File: config.mk
export PLATFORM = sky130hd
export DESIGN_NAME = lorenz_step_scheduler
export DESIGN_NICKNAME = d
export VERILOG_FILES = /design/src/rtl/lorenz_step_scheduler.sv
export SDC_FILE = /design/constraint.sdc
export NUM_CORES = 2
export LEC_CHECK = 0
export BUFFER_PORTS_ARGS = -buffer_cell sky130_fd_sc_hd__buf_2
export CAP_MARGIN = 15
export CORE_ASPECT_RATIO = 1.75
export CORE_MARGIN = 2
export CORE_UTILIZATION = 59
export CTS_CLUSTER_SIZE = 16
export DETAILED_ROUTE_END_ITERATION = 8
export MAX_ROUTING_LAYER = met4
export PLACE_DENSITY_LB_ADDON = 0.08
export SYNTH_ARGS = -nofsm -noshare
export SYNTH_HDL_FRONTEND = slang
export SYNTH_SLANG_ARGS = --single-unit
File: constraint.sdc
create_clock -name clk -period 22.8 [get_ports clk]
set_input_delay 4.56 -clock clk [delete_from_list [all_inputs] [get_ports clk]]
set_output_delay 4.56 -clock clk [all_outputs]
set_load 0.02 [all_outputs]
File: src/rtl/lorenz_step_scheduler.sv
// Lorenz Euler-step scheduler: a single shared Q7.20 multiplier is stepped
// through eight product phases, then one update cycle commits X/Y/Z.
module lorenz_step_scheduler #(
  parameter int unsigned W    = 27,
  parameter int unsigned FRAC = 20,
  parameter int unsigned CW   = 16
) (
  input  logic                clk,
  input  logic                reset,
  input  logic                start,
  input  logic [CW-1:0]       n_steps,
  input  logic                halt,
  input  logic                reload,
  input  logic signed [W-1:0] dt,
  input  logic signed [W-1:0] sigma,
  input  logic signed [W-1:0] beta,
  input  logic signed [W-1:0] rho,
  input  logic signed [W-1:0] X0,
  input  logic signed [W-1:0] Y0,
  input  logic signed [W-1:0] Z0,
  output logic                busy,
  output logic                step_valid,
  output logic                done,
  output logic [CW-1:0]       step_idx,
  output logic signed [W-1:0] X_K,
  output logic signed [W-1:0] Y_K,
  output logic signed [W-1:0] Z_K
);

  localparam int unsigned PW = 2 * W;
  localparam int unsigned KW = 3;

  typedef enum logic [1:0] {
    S_IDLE,
    S_MUL,
    S_UPD
  } state_t;

  state_t          state_q, state_d;
  logic [KW-1:0]   phase_q, phase_d;

  logic            accept, load_init, commit;
  logic            busy_d, sv_d, done_d;
  logic [CW-1:0]   idx_next;
  logic [CW-1:0]   n_lat;

  logic signed [W-1:0]  dt_l, sigma_l, beta_l, rho_l;
  logic signed [W-1:0]  m [8];
  logic signed [W-1:0]  op_a, op_b, mul_res;
  logic signed [PW-1:0] prod;

  assign idx_next = step_idx + CW'(1);

  // State and phase register
  always_ff @(posedge clk) begin
    if (reset) begin
      state_q <= S_IDLE;
      phase_q <= '0;
    end else begin
      state_q <= state_d;
      phase_q <= phase_d;
    end
  end

  // Next-state and control decode
  always_comb begin
    state_d   = state_q;
    phase_d   = phase_q;
    accept    = 1'b0;
    load_init = 1'b0;
    commit    = 1'b0;
    busy_d    = busy;
    sv_d      = 1'b0;
    done_d    = 1'b0;
    case (state_q)
      S_IDLE: begin
        if (reload) begin
          load_init = 1'b1;
        end else if (start) begin
          if (n_steps == '0) begin
            done_d = 1'b1;
          end else begin
            accept  = 1'b1;
            busy_d  = 1'b1;
            state_d = S_MUL;
            phase_d = '0;
          end
        end
      end
      S_MUL: begin
        if (halt) begin
          state_d = S_IDLE;
          busy_d  = 1'b0;
          phase_d = '0;
        end else begin
          if (phase_q == KW'(7)) state_d = S_UPD;
          phase_d = phase_q + KW'(1);
        end
      end
      S_UPD: begin
        commit  = 1'b1;
        sv_d    = 1'b1;
        phase_d = '0;
        if (halt) begin
          state_d = S_IDLE;
          busy_d  = 1'b0;
        end else if (idx_next == n_lat) begin
          state_d = S_IDLE;
          busy_d  = 1'b0;
          done_d  = 1'b1;
        end else begin
          state_d = S_MUL;
        end
      end
      default: begin
        state_d = S_IDLE;
        busy_d  = 1'b0;
      end
    endcase
  end

  // Operand select for the shared multiplier, one product per phase
  always_comb begin
    op_a = '0;
    op_b = '0;
    case (phase_q)
      3'd0: begin op_a = Y_K - X_K; op_b = dt_l;        end
      3'd1: begin op_a = m[0];      op_b = sigma_l;     end
      3'd2: begin op_a = X_K;       op_b = dt_l;        end
      3'd3: begin op_a = m[2];      op_b = rho_l - Z_K; end
      3'd4: begin op_a = Y_K;       op_b = dt_l;        end
      3'd5: begin op_a = m[2];      op_b = Y_K;         end
      3'd6: begin op_a = Z_K;       op_b = dt_l;        end
      3'd7: begin op_a = m[6];      op_b = beta_l;      end
      default: begin op_a = '0;     op_b = '0;          end
    endcase
  end

  // Full-width signed product; arithmetic shift floors, truncation wraps
  assign prod    = PW'(op_a) * PW'(op_b);
  assign mul_res = W'(prod >>> FRAC);

  // Datapath and registered outputs
  always_ff @(posedge clk) begin
    if (reset) begin
      X_K        <= X0;
      Y_K        <= Y0;
      Z_K        <= Z0;
      busy       <= 1'b0;
      step_valid <= 1'b0;
      done       <= 1'b0;
      step_idx   <= '0;
      n_lat      <= '0;
      dt_l       <= '0;
      sigma_l    <= '0;
      beta_l     <= '0;
      rho_l      <= '0;
      for (int i = 0; i < 8; i++) m[i] <= '0;
    end else begin
      busy       <= busy_d;
      step_valid <= sv_d;
      done       <= done_d;
      if (load_init) begin
        X_K <= X0;
        Y_K <= Y0;
        Z_K <= Z0;
      end
      if (accept) begin
        n_lat    <= n_steps;
        dt_l     <= dt;
        sigma_l  <= sigma;
        beta_l   <= beta;
        rho_l    <= rho;
        step_idx <= '0;
      end
      if (state_q == S_MUL) m[phase_q] <= mul_res;
      if (commit) begin
        X_K      <= X_K + m[1];
        Y_K      <= Y_K + m[3] - m[4];
        Z_K      <= Z_K + m[5] - m[7];
        step_idx <= idx_next;
      end
    end
  end

endmodule

-- Word-level counts from Yosys, hierarchy flattened
Memories as Yosys holds them, arrays and structs flattened.
Index checks and enable logic that the tools add are counted.
Widths: inputs -> output; s select.
- bits in read-only memories: 0
- latch bits: 0
- output and inout bits: 100
- register bits after elaboration: 229
- RAM bits: 216
- memories: 1
- word-level logic and storage cells: 107
- input port bits: 210
- multiplexer cells: 54
- add/subtract/negate cells: 9
- bitwise logic cells: 0
- eq/ne operators: 16
- shift operators: 0
- reduce and logical (&&, ||, !) cells: 12
- div/mod/pow operators: 0
- order comparisons: 0
- multipliers: 1
- memory list (name ; depth ; width ; read ports ; clocked after Yosys merged registers in ; wr ports ; RTL line ; RTL):
    m ; 8 ; 27 ; 8 ; 0 ; 8 ; 48 ; logic signed [W-1:0] m [8];
- operators by type and width (kind ; count):
    $mux 27 ; 10
    $pmux 27 s7 ; 1
    $pmux 27 s5 ; 1
    $sub 27x27->27 ; 4
    $add 27x27->27 ; 3
    $mul 27x27->47 ; 1
    $mux 16 ; 2
    $reduce_or 27->1 ; 1
    $mux 1 ; 26
    $add 16x1->16 const B ; 1
    $eq 16x16->1 ; 1
    $logic_not 16->1 ; 1
    $mux 3 ; 5
    $eq 3x3->1 const B ; 4
    $mux 2 ; 5
    $pmux 3 s3 ; 1
    $ne 2x2->1 const B ; 4
    $reduce_and 4->1 ; 2
    $eq 3x2->1 const B ; 2
    $ne 3x3->1 const B ; 2
    $pmux 2 s3 ; 1
    $reduce_bool 3->1 ; 2
    $reduce_and 5->1 ; 1
    $reduce_or 4->1 ; 1
    10 further kinds ; 10

-- Logic depth before layout (Yosys ltp)
- word-level depth: 7
- gate-level depth with buffers: 45

-- Worst setup path after synthesis
Ideal clock, no wire load.
- path kind: register to register
- start: register Y_K[0]
- end: memory m[6][26], data pin
- setup slack: 12.862 ns
- arrival: 9.673 ns
- data required time: 22.535 ns
- period minus slack after synthesis: 9.938 ns
- stages on the path, launching flop included: 44
- path buffers: 2
- cells stage by stage: edfxtp_1 > inv_1 > ha_1 > inv_1 > fa_1 > a211oi_1 > o31a_1 > nor2_1 > a21o_1 > a21oi_1 > nor2b_1 > o21a_1 > o21ai_0 > nand2b_1 > a21oi_1 > xnor2_1 > o21a_1 > clkbuf_1 > (+8 left out) > inv_1 > fa_1 > inv_1 > fa_1 > ha_1 > a41o_1 > a21oi_1 > o21ai_0 > a221oi_1 > o22a_1 > o21ai_1 > a41o_1 > a211oi_1 > o21bai_1 > xor2_1 > xnor2_1 > xor3_2 > nor2_1
- RTL lines (element ; RTL line ; RTL):
    start, declared ; 26 ; output logic signed [W-1:0] Y_K,
    start signal, assigned ; 179 ; Y_K <= Y_K + m[3] - m[4];
    end, declared ; 48 ;

==> flow_metrics.env <==
export IMPL_root_buffer="clkbuf_16"
export IMPL_place_ws_ns=11.27
export IMPL_synthTopCellsByArea="fa_1 (30%), edfxtp_1 (18%), inv_1 (7.7%)"
export IMPL_grt_max_degree=104
export IMPL_synthesis_nets=6693
export IMPL_final_hold_viol_count=0
export IMPL_port_buffers=309
export IMPL_grt_pass1_wl_um=257000
export IMPL_postSynthAreaPerCell_um2=8.99
export IMPL_drt_initial_drc_count=3827
export IMPL_core_area_mm2=0.0829
export IMPL_required_ns=23.09
export IMPL_yosysMostFrequentCell="inv_1"
export IMPL_async_flop_share_pct=0
export IMPL_totalWireLength_um=172000
export IMPL_wl_per_cell_um=25.3
export IMPL_start_kind="flop"
export IMPL_ff2ff_path_depth=37
export IMPL_worst_slack_ns=10.95
export IMPL_die_width_um=222
export IMPL_vias=40517
export IMPL_numCtsBuffers=40
export IMPL_fin_skew_ns=0.0356
export IMPL_worst_pin_slew_ns=1.22
export IMPL_min_period_ns=11.85
export IMPL_cts_post_setup_buffers_inserted=0
export IMPL_finalSetupViolCount=0
export IMPL_max_slew_margin_rel_pct=18.9
export IMPL_outcome="completed"
export IMPL_ys_ff_latch=445
export IMPL_cts_tree="built"
export IMPL_timing_hold_ws_ns=0.459
export IMPL_slowest_delay_ns=0.91
export IMPL_yosys_warnings=0
export IMPL_synth_edf_count=297
export IMPL_clkLatencyLatePin_ns=0.60
export IMPL_crit_arrival_ns=12.14
export IMPL_gp_congestion=1.01
export IMPL_htree_levels=2
export IMPL_slew_viol_final=0
export IMPL_fmax_ghz=0.0844
export IMPL_yosysSeqAreaShare_pct=24.2
export IMPL_synth_cell_types=80
export IMPL_synth_area_mm2=0.0491
export IMPL_synthFlopType="edfxtp_1"
export IMPL_hold_path_depth=2
export IMPL_drt_pass1_iterations=7
export IMPL_first_global_vias=42350
export IMPL_initial_utilization_pct=59.3
export IMPL_synth_common_cells="inv_1 (1005), nand2_1 (910), fa_1 (737), nor2_1 (485), edfxtp_1 (297)"
export IMPL_cp_max_fo=18
export IMPL_io_pins=310
export IMPL_cts_hold_buf=0
export IMPL_cp_end_kind="flop"
export IMPL_fin_crit_sh_pct=52.0
export IMPL_grtUsageTotal_pct=42.2
export IMPL_die_h_um=386
export IMPL_clkTransAtPathRegs_ns=0.07
export IMPL_rsz0062_at_grt="false"
export IMPL_clock_path_buffers=3
export IMPL_yosys_area_top_type="fa_1"
export IMPL_slowest_stage="o31ai_1"
export IMPL_fin_nets=6915
export IMPL_clock_sinks=445
export IMPL_cts_resized=0
export IMPL_maxCapViolCount=0
export IMPL_crit_top_cell="fa_1"
export IMPL_grt_overflow=0
export IMPL_crit_buf_inv=6
export IMPL_dp_hpwl_um=133000
export IMPL_die_area_mm2=0.0857
export IMPL_hp_class="flop to flop"
export IMPL_worstSetupPathType="flop to flop"
export IMPL_drtAntennaViolNets=0
export IMPL_cp_num_cells=37
export IMPL_drive_above_1_share_pct=9.75
export IMPL_antenna_found_initial=3
export IMPL_crit_family="adder cells"
export IMPL_syn2layout_area_growth_pct=8.85
export IMPL_setup_tns_ns=0
export IMPL_vias_per_cell=5.98
export IMPL_syn_inst=5462
export IMPL_num_rows=140
export IMPL_synth_top_cell_area_share_pct=30.0
export IMPL_drc=0
==> tightest hold or removal path: cells and delay by family, from the launching register on <==
kind / cells / cell delay [ns]
AOI/OAI and AO/OA: 1 / 0.05
DFF: 1 / 0.31
and+or+nand+nor: 1 / 0.05
==> registers in the layout, indices dropped and copies added (netlist names) <==
register / cells
step_idx: 16
m: 216
done: 1
step_valid: 1
Y_K: 27
dt_l: 27
Z_K: 27
beta_l: 27
phase_q: 3
busy: 1
sigma_l: 27
X_K: 27
n_lat: 16
rho_l: 27
state_q: 2
==> layout make-up <==
class	instances	area (µm²)
well taps	1065	1330
fillers	7155	29400
clock inverters	19	169
diodes	3	7.51
flip-flops and latches	445	11900
multi-input cells	3767	32700
repair buffers	423	2400
clock buffers	52	1170
inverters	1007	3780
==> logic make-up (layout without fill, tap and decap cells) <==
group | count (synthesis) | count (layout) | share of synthesized area (%)
AO/OA/AOI/OAI | 787 | 787 | 10.1
AND/OR/NAND/NOR | 1757 | 1757 | 15.1
XOR/XNOR | 195 | 195 | 3.54
other | 0 | 3 | 0
multiplexers | 7 | 7 | 0.158
flip-flops | 445 | 445 | 24.2
buffers and inverters | 1250 | 1501 | 9.59
adder cells (fa/ha/maj) | 1021 | 1021 | 37.3
==> per-layer routing <==
layer / track usage [%] / up-vias / share of wire, % / wire (µm)
li1: - / 17658 / - / -
met3: 6.18 / 747 / 8.2 / 14200
met4: 34.2 / 0 / 10 / 17800
met2: 68.9 / 2172 / 48 / 82400
met5: - / - / 0 / 0
met1: 46.2 / 19940 / 33 / 57400
==> cell usage in the layout, fill, tap and decap left out, types with 9 or more instances in the layout <==
master	synthesis	final
a31oi_2	3	12
ha_1	284	283
nor4_1	9	9
nor2b_1	39	39
o31ai_1	13	13
o21bai_1	17	16
buf_4	1	115
inv_1	1005	1005
dfxtp_1	148	148
o21a_1	25	25
a31oi_1	29	19
edfxtp_1	297	297
buf_2	5	308
o21ai_0	164	161
a222oi_1	47	47
nand3_1	42	41
xor2_1	67	67
or2_2	19	19
nand2_1	910	909
nand2b_1	56	49
clkbuf_16	0	44
and2_1	68	67
nand4_1	11	11
nor2_1	485	483
fa_1	737	737
xnor2_1	126	126
a21o_1	56	56
a211oi_1	14	14
o21ai_1	11	12
a22oi_1	40	40
a21oi_1	279	275
and3_1	25	25
o211ai_1	18	18
nor3_1	60	60
clkinv_2	0	9
==> path summary, 6_finish.rpt <==
check                                from                 endpoint  slack, ns
setup / recovery         Z_K[1]$_DFFE_PP_   m[4][21]$_SDFFCE_PN0P_      10.95
hold / removal    beta_l[16]$_SDFFE_PP0P_  beta_l[16]$_SDFFE_PP0P_       0.46
hold reg to reg   beta_l[16]$_SDFFE_PP0P_  beta_l[16]$_SDFFE_PP0P_       0.46
setup reg to reg         Z_K[1]$_DFFE_PP_   m[4][21]$_SDFFCE_PN0P_      10.95
==> metrics by stage <==
step           cells  util, %  area [µm²]
6_report        6781     64.5       53500
5_1_grt         6780     64.5       53500
4_1_cts         6777     64.5       53500
3_5_place_dp    6706     62.9       52100
3_3_place_gp    6706     62.9       52100
2_1_floorplan   5462        -       49100
Power is not shown: default switching activity piles up to over one toggle a cycle in this logic, so the estimate is an artifact.
